`config.mk`:
```
export PLATFORM = sky130hd
export DESIGN_NAME = branch_predict_controller
export DESIGN_NICKNAME = d
export VERILOG_FILES = /design/src/rtl/branch_predict_controller.sv
export SDC_FILE = /design/constraint.sdc
export NUM_CORES = 1
export LEC_CHECK = 0
export BUFFER_PORTS_ARGS = -buffer_cell sky130_fd_sc_hd__buf_2
export CAP_MARGIN = 0
export CELL_PAD_IN_SITES_DETAIL_PLACEMENT = 0
export CELL_PAD_IN_SITES_GLOBAL_PLACEMENT = 1
export CORE_MARGIN = 2
export CORE_UTILIZATION = 26
export DETAILED_ROUTE_END_ITERATION = 10
export PLACE_DENSITY = 0.67
export SLEW_MARGIN = 15
export SYNTH_ARGS = -nofsm -noshare
export SYNTH_HDL_FRONTEND = slang
export SYNTH_SLANG_ARGS = --single-unit
export TNS_END_PERCENT = 5
```
`constraint.sdc`:
```
create_clock -name clk -period 2 [get_ports clk]
set_input_delay 0.3 -clock clk [delete_from_list [all_inputs] [get_ports clk]]
set_output_delay 0.3 -clock clk [all_outputs]
set_load 0.01 [all_outputs]
```
`src/rtl/branch_predict_controller.sv`:
```
// branch_predict_controller
//
// Shares the branch target buffer's single PC/target port between fetch
// lookups and resolved-branch updates, keeps an optional table of 2-bit
// saturating direction counters, forms the predicted next fetch PC, and
// raises a registered flush/redirect on a direction misprediction.
//
// Configuration macro: BPC_COUNTERS_EN
//   defined   - counter table present, direction = ctr[idx(fetchPC)][1]
//   undefined - no counter storage, predict taken on any valid buffer hit
//
// Ports:
//   clk, reset        clock, synchronous active-high reset
//   fetchPC/Valid     fetch-stage PC and its valid qualifier
//   btbPC             address presented to the buffer (lookup or update)
//   btbTargetIn       target the buffer writes at the next edge
//   btbTargetOut/Hit  buffer's combinational lookup result for btbPC
//   nextPC            PC fetch loads at the next edge
//   predTaken         current fetch predicted taken
//   fetchStall        fetch must hold its PC (port used for an update)
//   resolve*          execute-stage branch resolution
//   flush/redirectPC  registered squash pulse and correct fetch PC

module branch_predict_controller #(
  parameter int unsigned CTR_IDX_BITS = 4,
  parameter logic [1:0]  CTR_INIT     = 2'b01
) (
  input  logic        clk,
  input  logic        reset,
  input  logic [31:0] fetchPC,
  input  logic        fetchValid,
  output logic [31:0] btbPC,
  output logic [31:0] btbTargetIn,
  input  logic [31:0] btbTargetOut,
  input  logic        btbHit,
  output logic [31:0] nextPC,
  output logic        predTaken,
  output logic        fetchStall,
  input  logic        resolveValid,
  input  logic [31:0] resolvePC,
  input  logic        resolveTaken,
  input  logic [31:0] resolveTarget,
  input  logic        resolvePredTaken,
  output logic        flush,
  output logic [31:0] redirectPC
);

  typedef enum logic [0:0] {StLookup, StUpdate} state_e;

  state_e      state_q;
  logic        flush_q;
  logic [31:0] redirect_q;
  logic [31:0] pend_pc_q;
  logic [31:0] pend_tgt_q;

  logic [31:0] fetch_pc_inc;
  logic [31:0] resolve_pc_inc;
  logic        mispredict;
  logic        resolve_taken;
  logic        pred_dir;

  // 32-bit modulo arithmetic: 0xFFFFFFFC + 4 wraps to zero.
  assign fetch_pc_inc   = fetchPC + 32'd4;
  assign resolve_pc_inc = resolvePC + 32'd4;
  assign mispredict     = resolveValid && (resolveTaken != resolvePredTaken);
  assign resolve_taken  = resolveValid && resolveTaken;

`ifdef BPC_COUNTERS_EN
  localparam int unsigned NumCtr = 1 << CTR_IDX_BITS;

  logic [1:0]              ctr_q [NumCtr];
  logic [CTR_IDX_BITS-1:0] fetch_idx;
  logic [CTR_IDX_BITS-1:0] resolve_idx;

  assign fetch_idx   = fetchPC[CTR_IDX_BITS+1:2];
  assign resolve_idx = resolvePC[CTR_IDX_BITS+1:2];

  // Lookups read ctr_q directly, so a same-cycle resolve to the same index
  // is only seen from the following cycle on.
  always_ff @(posedge clk) begin
    if (reset) begin
      for (int i = 0; i < NumCtr; i++) begin
        ctr_q[i] <= CTR_INIT;
      end
    end else if (resolveValid) begin
      if (resolveTaken) begin
        if (ctr_q[resolve_idx] != 2'b11) begin
          ctr_q[resolve_idx] <= ctr_q[resolve_idx] + 2'b01;
        end
      end else begin
        if (ctr_q[resolve_idx] != 2'b00) begin
          ctr_q[resolve_idx] <= ctr_q[resolve_idx] - 2'b01;
        end
      end
    end
  end

  assign pred_dir = ctr_q[fetch_idx][1];
`else
  // Without the table every buffer hit is predicted taken.
  logic unused_ctr_cfg;
  assign unused_ctr_cfg = ^{CTR_INIT, CTR_IDX_BITS};
  assign pred_dir       = 1'b1;
`endif

  // Port sequencing, pending update and registered flush/redirect.
  // A taken resolve always (re)loads the pending entry, so consecutive taken
  // resolves keep the FSM in StUpdate writing the newest one each cycle.
  always_ff @(posedge clk) begin
    if (reset) begin
      state_q    <= StLookup;
      flush_q    <= 1'b0;
      redirect_q <= 32'd0;
      pend_pc_q  <= 32'd0;
      pend_tgt_q <= 32'd0;
    end else begin
      flush_q <= mispredict;
      if (mispredict) begin
        redirect_q <= resolveTaken ? resolveTarget : resolve_pc_inc;
      end
      if (resolve_taken) begin
        pend_pc_q  <= resolvePC;
        pend_tgt_q <= resolveTarget;
        state_q    <= StUpdate;
      end else begin
        state_q    <= StLookup;
      end
    end
  end

  always_comb begin
    btbPC       = fetchPC;
    btbTargetIn = fetch_pc_inc;
    predTaken   = 1'b0;
    nextPC      = fetch_pc_inc;
    fetchStall  = 1'b0;
    unique case (state_q)
      StLookup: begin
        btbPC = fetchPC;
        // A hit refreshes the existing entry; a miss inserts the fall-through.
        btbTargetIn = btbHit ? btbTargetOut : fetch_pc_inc;
        predTaken   = fetchValid && btbHit && pred_dir;
        nextPC      = predTaken ? btbTargetOut : fetch_pc_inc;
        fetchStall  = 1'b0;
      end
      StUpdate: begin
        btbPC       = pend_pc_q;
        btbTargetIn = pend_tgt_q;
        predTaken   = 1'b0;
        nextPC      = fetchPC;
        fetchStall  = 1'b1;
      end
      default: ;
    endcase
    // A pending flush wins over any prediction in either state.
    if (flush_q) begin
      nextPC    = redirect_q;
      predTaken = 1'b0;
    end
  end

  assign flush      = flush_q;
  assign redirectPC = redirect_q;

endmodule

```
==> out/metrics.yaml <==
outcome: "finished with violations"
violations: "negative setup slack"
finalCritPeriodShare: 1.16
h-tree-depth: 3
fmax_mhz: 430
syn_inst: 1023
cp.arrival_ps: 2030
clock_latency_ps: 340
avgSynthCellArea_sq_um: 6.86
worst_slack_ps: -325
antenna_found_initial: 9
clockRootBuffer: "clkbuf_16"
synthesis.nets: 1160
switching_share: 0.338
yosys_warnings: 0
via_per_inst: 5.12
clockPowerShare: 0.290
gr-usage-all-layers: 0.233
coreArea_sq_mm: 0.0267
crit_family: "simple AND/OR/NAND/NOR gates"
postSynth.asyncResetShare: 0
dp_hpwl_microns: 27500
cts_made_buffers: 9
cts_tree: "yes"
worst_pin_slew_ps: 449
peakVddDrop_mv: 0.378
critPathLaunchType: "primary input"
rows: 60
clock-sinks: 98
required_ps: 1700
power.leakage_uw: 0.00444
die_y_microns: 168
ant_nets: 0
nFillCells: 2932
end_kind: "primary output"
switching_power_uw: 1890
grt_max_degree: 66
grt_pass1_vias: 8301
p_per_area_mw_per_mm2: 539
setup_viol: 38
crit_path_max_incr_delay_ps: 660
firstDrtPassIters: 5
clk_pin_slew_ps: 70
area_growth_pct: 48.3
synth_area_sq_mm: 0.00702
path_buf_inv: 2
seqPwrFrac: 0.387
nets: 1496
wl_per_cell_microns: 20.2
totalNegativeSetupSlack_ps: -5220
portBuffers: 265
worst_hold_slack_ps: 207
slowest_stage: "or4_4"
synthFlopType: "dfxtp_1"
final_cells: 1709
die_x_microns: 168
maxSlewHeadroom: 0.701
hold_buffers: 0
clock_skew_ps: 0
start_util: 0.263
grt_pass1_wl_microns: 50700
overflow: 0
slew_violations: 0
dieArea_sq_mm: 0.0283
vias: 8752
cp_max_fo: 5
cts.path.max_buffers: 2
p_int_uw: 3720
first_iter_violations: 662
ios: 266
dp_cells: 1685
rsz0062_at_grt: "yes"
crit_type: "in2out"
crit_chain: "buf_6 > nand4_1 > or4_4 > nor3_4 > xnor2_2 > o41ai_2 > buf_2"
ys_ff_latch: 98
power_frac_comb: 0.324
ys_seq_area_frac: 0.280
drc: 0
drive_above_1_share: 0.386
min_period_ps: 2330
synth_cell_types: 66
drt_wl_total_microns: 34500
finalHoldViolCount: 0
synth_edf_count: 0
maxCapViolCount: 0
hold_path_class: "in2reg"
gp_congestion: 0.932
metrics by stage:
step,worst slack [ps],instance area [sq um],utilization,power (uW)
floorplan,-53.1,7090,-,3000
global route,-388,10400,0.390,5890
global placement,-458,9670,0.362,3920
detailed placement,-427,9670,0.362,3920
CTS,-292,10200,0.383,5590
finish,-325,10400,0.390,5610
layer usage:
layer | part of all wire | global-route usage
met1 | 0.48 | 0.346
met2 | 0.42 | 0.337
met3 | 0.069 | 0.0442
met4 | 0.026 | 0.0746
met5 | 0.0017 | 0
flip-flops by register name, summed over array words and instances (netlist names):
register	count
pend_pc_q	32
pend_tgt_q	32
redirectPC	32
flush	1
state_q	1
cell families after synthesis:
family / count (synthesis) / synth area share
buffers and inverters: 113 / 0.0635
XOR/XNOR: 49 / 0.0611
AND/OR/NAND/NOR: 432 / 0.287
AO/OA/AOI/OAI: 287 / 0.241
flip-flops: 98 / 0.280
adder cells (fa/ha/maj): 2 / 0.00356
multiplexers: 42 / 0.0642
final cells by class:
| class | count | area, sq um | share of cell area |
|---|---|---|---|
| inverter | 26 | 98.8 | 0.00949 |
| multi-input combinational | 812 | 4980 | 0.478 |
| tap | 341 | 427 | 0.0410 |
| antenna | 4 | 10.0 | 0.000961 |
| sequential | 98 | 1970 | 0.189 |
| clock inverter | 4 | 28.8 | 0.00276 |
| clock buffer | 12 | 246 | 0.0237 |
| timing repair buffer | 412 | 2660 | 0.255 |
final timing paths:
path / from / end / slack, ps / cells past startpoint
worst min-delay path: resolvePC[28] / pend_pc_q[28] / 210 / 3
worst min register to register: pend_pc_q[13] / pend_pc_q[13] / 460 / 2
worst max-delay path: fetchPC[17] / nextPC[28] / -330 / 7
worst max register to register: redirectPC[29] / redirectPC[29] / 1070 / 2
cells in the mapped netlist (all sizes together), types with 6 or more instances:
library cell	n	area, sq um
a221oi	9	78.8
o22ai	18	113
nand4	24	178
xnor2	26	228
xor2	23	201
a21oi	125	626
nand3	22	110
o21ai	72	360
mux2i	18	180
and3	18	113
nor4	10	96.4
o31ai	7	52.6
clkbuf	57	214
nand3b	6	45.0
a31oi	8	50.1
nor2	52	195
mux2	24	270
inv	24	90.1
dfxtp	98	1960
nand2	241	905
a211oi	10	75.1
nor3	28	150
or3	7	43.8
buf	30	134
worst reg2reg max path, delay by kind of cell (launching register included):
family,cells,cell delay [ps]
flip-flops,1,490
AO/OA/AOI/OAI,2,360
power by group through the flow:
| stage | registers, uW | clock network, uW | logic (uW) |
|---|---|---|---|
| finish | 2170 | 1620 | 1820 |
| global route | 2180 | 1750 | 1960 |
| CTS | 2170 | 1650 | 1770 |
| detailed placement | 2210 | 0 | 1710 |
| global placement | 2210 | 0 | 1710 |
| floorplan | 2170 | 0 | 827 |
placed cells by master (no fill, tap or decap), types with 4 or more instances in the layout:
cell	count
a211oi_1	10
a21oi_1	117
a21oi_2	8
a221o_1	4
a221oi_1	5
a221oi_2	4
a22oi_1	5
a31oi_1	7
and3_1	16
buf_12	8
buf_2	249
buf_4	134
buf_6	19
clkbuf_16	9
dfxtp_1	96
diode_2	4
inv_1	24
mux2_2	22
mux2i_1	18
nand2_1	236
nand2_2	4
nand2b_1	5
nand3_1	20
nand3b_1	6
nand4_1	21
nor2_1	47
nor2_2	5
nor3_1	21
nor3_2	4
nor4_2	5
o211ai_1	4
o21ai_0	54
o21ai_1	18
o22ai_1	16
o31ai_1	6
or3_1	6
xnor2_1	21
xnor2_2	5
xor2_1	23
timing repair:
action / in CTS / in global routing
pin swaps: 38 / 10
setup endpoints to repair: 53 / 57
resized for setup: 75 / 32
hold endpoints to repair: 0 / 0
buffers inserted: 1 / 3
Power figures use the tool's default switching activity.
